--- src/rtl/shift_add_multiplier.sv ---
// Sequential shift-and-add multiplier: one multiplier bit per CALC cycle,
// fixed WIDTH-cycle latency, unsigned or two's-complement operands,
// valid/ready handshake on both the request and the result side.
module shift_add_multiplier #(
    parameter int unsigned WIDTH = 4
) (
    input  logic               clk,
    input  logic               rst_n,
    input  logic [WIDTH-1:0]   A,
    input  logic [WIDTH-1:0]   B,
    input  logic               signed_mode,
    input  logic               in_valid,
    output logic               in_ready,
    output logic [2*WIDTH-1:0] result,
    output logic               out_valid,
    input  logic               out_ready,
    output logic               busy
);

    localparam int unsigned PW    = 2 * WIDTH;
    localparam int unsigned CNT_W = $clog2(WIDTH + 1);

    typedef enum logic [1:0] {
        IDLE,
        CALC,
        DONE
    } state_t;

    state_t           r_state;
    state_t           w_next_state;

    logic [WIDTH-1:0] r_mcand;
    logic [WIDTH-1:0] r_mplier;
    logic [PW-1:0]    r_acc;
    logic [PW-1:0]    r_result;
    logic [CNT_W-1:0] r_cnt;
    logic             r_neg;

    logic             w_accept;
    logic             w_last;
    logic [WIDTH-1:0] w_a_mag;
    logic [WIDTH-1:0] w_b_mag;
    logic [PW-1:0]    w_addend;
    logic [PW-1:0]    w_acc_next;

    assign w_accept = in_valid && (r_state == IDLE);
    assign w_last   = (r_cnt == CNT_W'(WIDTH - 1));

    // Negating the most negative value wraps to 100..0, which read as
    // unsigned is exactly the required magnitude 2^(WIDTH-1).
    assign w_a_mag = (signed_mode && A[WIDTH-1]) ? -A : A;
    assign w_b_mag = (signed_mode && B[WIDTH-1]) ? -B : B;

    // The multiplier register shifts right each cycle, so bit 0 is always
    // the bit selected by the counter.
    assign w_addend   = r_mplier[0] ? ({{WIDTH{1'b0}}, r_mcand} << r_cnt) : '0;
    assign w_acc_next = r_acc + w_addend;

    assign result = r_result;

    // State register
    always_ff @(posedge clk or negedge rst_n) begin
        if (!rst_n) begin
            r_state <= IDLE;
        end else begin
            r_state <= w_next_state;
        end
    end

    // Next-state logic
    always_comb begin
        w_next_state = r_state;
        case (r_state)
            IDLE:    if (in_valid)  w_next_state = CALC;
            CALC:    if (w_last)    w_next_state = DONE;
            DONE:    if (out_ready) w_next_state = IDLE;
            default:                w_next_state = IDLE;
        endcase
    end

    // Handshake and status outputs decoded from the state
    always_comb begin
        in_ready  = (r_state == IDLE);
        busy      = (r_state != IDLE);
        out_valid = (r_state == DONE);
    end

    // Operand capture, accumulation and final sign correction
    always_ff @(posedge clk or negedge rst_n) begin
        if (!rst_n) begin
            r_mcand  <= '0;
            r_mplier <= '0;
            r_acc    <= '0;
            r_result <= '0;
            r_cnt    <= '0;
            r_neg    <= 1'b0;
        end else if (w_accept) begin
            r_mcand  <= w_a_mag;
            r_mplier <= w_b_mag;
            r_neg    <= signed_mode && (A[WIDTH-1] ^ B[WIDTH-1]);
            r_acc    <= '0;
            r_cnt    <= '0;
        end else if (r_state == CALC) begin
            r_acc    <= w_acc_next;
            r_mplier <= r_mplier >> 1;
            r_cnt    <= r_cnt + CNT_W'(1);
            if (w_last) begin
                r_result <= r_neg ? -w_acc_next : w_acc_next;
            end
        end
    end

endmodule

--- config.mk ---
export PLATFORM = sky130hd
export DESIGN_NAME = shift_add_multiplier
export DESIGN_NICKNAME = d
export VERILOG_FILES = /design/src/rtl/shift_add_multiplier.sv
export SDC_FILE = /design/constraint.sdc
export NUM_CORES = 1
export LEC_CHECK = 0
export ABC_CLOCK_PERIOD_IN_PS = 7300
export BUFFER_PORTS_ARGS = -buffer_cell sky130_fd_sc_hd__buf_4
export CORE_MARGIN = 1.5
export CORE_UTILIZATION = 35
export CTS_CLUSTER_SIZE = 28
export DETAILED_ROUTE_END_ITERATION = 6
export GPL_ROUTABILITY_DRIVEN = 1
export PLACE_DENSITY = 0.55
export SYNTH_ARGS = -nofsm -noshare
export SYNTH_HDL_FRONTEND = slang
export SYNTH_SLANG_ARGS = --single-unit
--- constraint.sdc ---
create_clock -name clk -period 7.3 [get_ports clk]
set_input_delay 0.73 -clock clk [delete_from_list [all_inputs] [get_ports clk]]
set_output_delay 0.73 -clock clk [all_outputs]
set_load 0.02 [all_outputs]
==> summary.md <==
| Metric | Value |
|---|---|
| Outcome | `completed` |
| Count of routing violations after the opening detailed-route iteration | `63` |
| Antenna violations before repair | `0` |
| Number of instances resized during post-cts repair | `0` |
| WS Path Type | `reg -> reg` |
| Via count normalized by instance count | `5.056` |
| Total clock buffers created by CTS | `5` |
| Clock share of power | `15.5%` |
| Worst-margin pin slew | `525.6 ps` |
| Switching Share | `44.66%` |
| Post-Synthesis Cell Area | `1979 µm²` |
| Routed WL | `4313 µm` |
| Register-to-Register Path Depth | `11` |
| CTS tree | `done` |
| Worst ir drop on vdd | `0.1499 mV` |
| Number of pins with negative max-slew slack in the final report | `0` |
| Final critical delay including setup and external delays | `3236 ps` |
| Max Clk Rate | `309.1 MHz` |
| Hold Fails Final Rpt | `0` |
| Number of core rows | `27` |
| Arrival time at the worst endpoint | `3450 ps` |
| Setup tns final | `0 ps` |
| DP Area | `2211 µm²` |
| Sink count of the clock tree | `30` |
| Startpoint Class | `flip-flop` |
| Area of the placeable core | `5473 µm²` |
| Overall via count from detail_route | `1638` |
| Chip height | `78.20 µm` |
| Register clock-pin slew on the reported worst setup and hold paths | `70 ps` |
| Nets@finish | `277` |
| Fraction of registers with async set or reset after synthesis | `100.0%` |
| Setup-violating endpoint count in the final report | `0` |
| Cell leakage power | `0.001074 µW` |
| Initial cell density of the core | `36.17%` |
| Worst-case headroom to the max-slew limit | `64.88%` |
| I/O pin count | `24` |
| Count of buffers added by post-CTS timing repair for setup | `0` |
| Synthesized flop and latch total | `30` |
| Count of TritonRoute iterations in the first routing pass | `4` |
| Final Hold Slack | `373.0 ps` |
| Fraction of the core area covered by cells at the end of the flow | `42.14%` |
| Top FF cell, synth | `sky130_fd_sc_hd__dfrtp_1` |
| Cell at the root of the clock tree | `sky130_fd_sc_hd__clkbuf_8` |
| Input/output buffers | `23` |
| Post-route cell area | `2306 µm²` |
| Pin count of the biggest net entering global routing | `31` |
| Part of the power in registers | `33.8%` |
| Die Span X | `78.20 µm` |
| Yosys Warn Count | `0` |
| DRC | `0` |
| CP Capture Type | `flip-flop` |
| Ant diodes | `0` |
| Maximum capacitance violations | `0` |
| Fraction of the cycle the final worst path needs | `44.32%` |
| Clock insertion delay at the later pin of the skew report | `280 ps` |
| Average routed wire per standard cell | `13.31 µm` |
| Antenna Nets Post-Route | `0` |
| Filler Cells Inserted | `587` |
| Gpl congestion | `0.7877` |
| Portion of total power attributed to combinational logic | `50.7%` |
| Number of global-route vias before repair | `1624` |
| Synth-to-Final Area Change | `16.50%` |
| Max Root-Sink Buffers | `2` |
| Floorplan die area | `6115 µm²` |
| Post-synthesis sequential area ratio | `37.93%` |
| Required arrival time at the worst endpoint | `7520 ps` |
| Net switching component of the power | `405.2 µW` |
| Global-route wire length before repair | `7562 µm` |
| Post-synth cell types | `47` |
| Share of final-layout standard cells stronger than drive strength 1 | `15.08%` |
| Class of the worst hold path | `in -> async` |
| Synthesized netlist net count | `254` |
| Global route overflow | `0` |
| Pint | `502.2 µW` |
| Post-synth EDFFs | `0` |
| Largest clock skew in the final design | `5.814 ps` |
| Synth Instances | `228` |
| Maximum level of the CTS H-tree | `2` |
| Largest fanout of any net on the critical path | `9` |
| RSZ-0062 raised after global routing | `no` |
| Detailed placement HPWL | `3271 µm` |
| Areal power density over the cells | `393.5 nW/µm²` |
| Total global-route track usage | `15.84%` |
| # hold bufs at CTS | `0` |
| Post-Synthesis Mean Instance Area | `8.682 µm²` |
==> per-layer routing <==
metal	vias up	share of wire, %	GRT usage (%)
met5	-	0	0
met4	0	1.7	6.071
met3	7	3.3	3.605
met2	28	46	25.57
met1	759	49	20.56
li1	844	-	-
==> layout by cell type, fill, tap and decap left out, types with 2 or more instances in the layout <==
cell type | netlist | layout
sky130_fd_sc_hd__mux2i_1 | 2 | 2
sky130_fd_sc_hd__nand2_1 | 39 | 39
sky130_fd_sc_hd__inv_1 | 13 | 13
sky130_fd_sc_hd__clkbuf_8 | 0 | 6
sky130_fd_sc_hd__ha_1 | 12 | 12
sky130_fd_sc_hd__a311o_1 | 2 | 2
sky130_fd_sc_hd__mux2i_2 | 2 | 2
sky130_fd_sc_hd__and3_1 | 4 | 4
sky130_fd_sc_hd__o21ai_1 | 7 | 7
sky130_fd_sc_hd__a22o_1 | 4 | 4
sky130_fd_sc_hd__o22ai_1 | 2 | 2
sky130_fd_sc_hd__dfrtp_1 | 30 | 30
sky130_fd_sc_hd__xor2_1 | 7 | 7
sky130_fd_sc_hd__buf_4 | 0 | 24
sky130_fd_sc_hd__nor3_1 | 2 | 2
sky130_fd_sc_hd__xnor2_1 | 3 | 3
sky130_fd_sc_hd__nand2b_1 | 4 | 4
sky130_fd_sc_hd__o31ai_1 | 4 | 4
sky130_fd_sc_hd__a21oi_1 | 8 | 8
sky130_fd_sc_hd__nand3_1 | 6 | 6
sky130_fd_sc_hd__o21ai_0 | 22 | 22
sky130_fd_sc_hd__nand3b_1 | 2 | 2
sky130_fd_sc_hd__and2_1 | 3 | 3
sky130_fd_sc_hd__o211ai_1 | 2 | 2
sky130_fd_sc_hd__nor2_1 | 14 | 14
sky130_fd_sc_hd__a22oi_1 | 3 | 3
sky130_fd_sc_hd__nor2b_1 | 4 | 4
==> final timing paths <==
kind                                       startpoint               endpoint  slack (ps)
worst max register to register   r_cnt[0]$_DFFE_PN0P_  result[7]$_DFFE_PN0P_        4060
worst max-delay path             r_cnt[0]$_DFFE_PN0P_  result[7]$_DFFE_PN0P_        4060
worst min register to register  result[1]$_DFFE_PN0P_  result[1]$_DFFE_PN0P_         480
max in group asynchronous                       rst_n   r_acc[7]$_DFFE_PN0P_        6640
worst min-delay path                            rst_n  result[7]$_DFFE_PN0P_         370
min in group clk                result[1]$_DFFE_PN0P_  result[1]$_DFFE_PN0P_         480
==> sequential cells by signal (all words and copies together), names as in the netlist <==
name      flops
r_cnt         3
r_mcand       4
r_acc         8
r_state       2
r_mplier      4
result        8
r_neg         1
==> synth_stat cells, types with 2 or more instances <==
cell type / instances / area share, %
sky130_fd_sc_hd__nand2_1: 39 / 7.4
sky130_fd_sc_hd__dfrtp_1: 30 / 38
sky130_fd_sc_hd__o21ai_0: 22 / 5.6
sky130_fd_sc_hd__nor2_1: 14 / 2.7
sky130_fd_sc_hd__inv_1: 13 / 2.5
sky130_fd_sc_hd__ha_1: 12 / 7.6
sky130_fd_sc_hd__a21oi_1: 8 / 2.0
sky130_fd_sc_hd__o21ai_1: 7 / 1.8
sky130_fd_sc_hd__xor2_1: 7 / 3.1
sky130_fd_sc_hd__clkbuf_1: 6 / 1.1
sky130_fd_sc_hd__nand3_1: 6 / 1.5
sky130_fd_sc_hd__a22o_1: 4 / 1.8
sky130_fd_sc_hd__and3_1: 4 / 1.3
sky130_fd_sc_hd__nand2b_1: 4 / 1.3
sky130_fd_sc_hd__nor2b_1: 4 / 1.3
sky130_fd_sc_hd__o31ai_1: 4 / 1.5
sky130_fd_sc_hd__a22oi_1: 3 / 1.1
sky130_fd_sc_hd__and2_1: 3 / 0.95
sky130_fd_sc_hd__xnor2_1: 3 / 1.3
sky130_fd_sc_hd__a311o_1: 2 / 1.0
sky130_fd_sc_hd__mux2i_1: 2 / 1.0
sky130_fd_sc_hd__mux2i_2: 2 / 1.4
sky130_fd_sc_hd__nand3b_1: 2 / 0.76
sky130_fd_sc_hd__nor3_1: 2 / 0.51
sky130_fd_sc_hd__o211ai_1: 2 / 0.76
sky130_fd_sc_hd__o22ai_1: 2 / 0.63
==> critical path, stage by stage, from the launching register on <==
cell and delay, ps:
sky130_fd_sc_hd__dfrtp_1 540, sky130_fd_sc_hd__mux2_2 390, sky130_fd_sc_hd__a21oi_1 140, sky130_fd_sc_hd__o22ai_1 90, sky130_fd_sc_hd__and2_1 170, sky130_fd_sc_hd__ha_1 340
sky130_fd_sc_hd__and3_1 180, sky130_fd_sc_hd__and3_1 190, sky130_fd_sc_hd__a311oi_1 470, sky130_fd_sc_hd__o41ai_2 160, sky130_fd_sc_hd__or4_1 410, sky130_fd_sc_hd__nand3_1 90
==> cell families after synthesis <==
family                     after synthesis  share of synthesized area (%)
and+or+nand+nor                         85                          20.48
buffers and inverters                   21                          4.425
adders and majority gates               13                          8.597
DFF                                     30                          37.93
muxes                                    5                          2.971
AOI/OAI and AO/OA                       64                          21.18
xor gates and xnor gates                10                          4.425
==> metrics by stage <==
stage | setup slack (ps) | total power (µW) | std cells
2_1_floorplan | 4465 | 641.1 | 228
3_5_place_dp | 4155 | 773.0 | 316
6_report | 4064 | 907.5 | 324
5_1_grt | 3891 | 997.8 | 324
3_3_place_gp | 4150 | 768.3 | 316
4_1_cts | 4134 | 919.0 | 324
==> power by group through the flow <==
stage	combinational [µW]	clock [µW]	sequential (µW)
after floorplan	351	0	291
after global placement	458	0	310
after detailed placement	463	0	309
after CTS	465	147	307
after global routing	524	154	319
final	460	140	307
==> area by class of cell <==
class	instances	area (µm²)	area share, %
Clock buffer	6	82.58	3.581
Clock inverter	2	12.51	0.5426
Inverter	13	48.80	2.116
Multi-Input combinational cell	177	1141	49.48
Sequential cell	30	750.7	32.56
Tap cell	72	90.09	3.907
Timing Repair Buffer	24	180.2	7.813
Note: power is estimated with default switching activity, not from simulation.
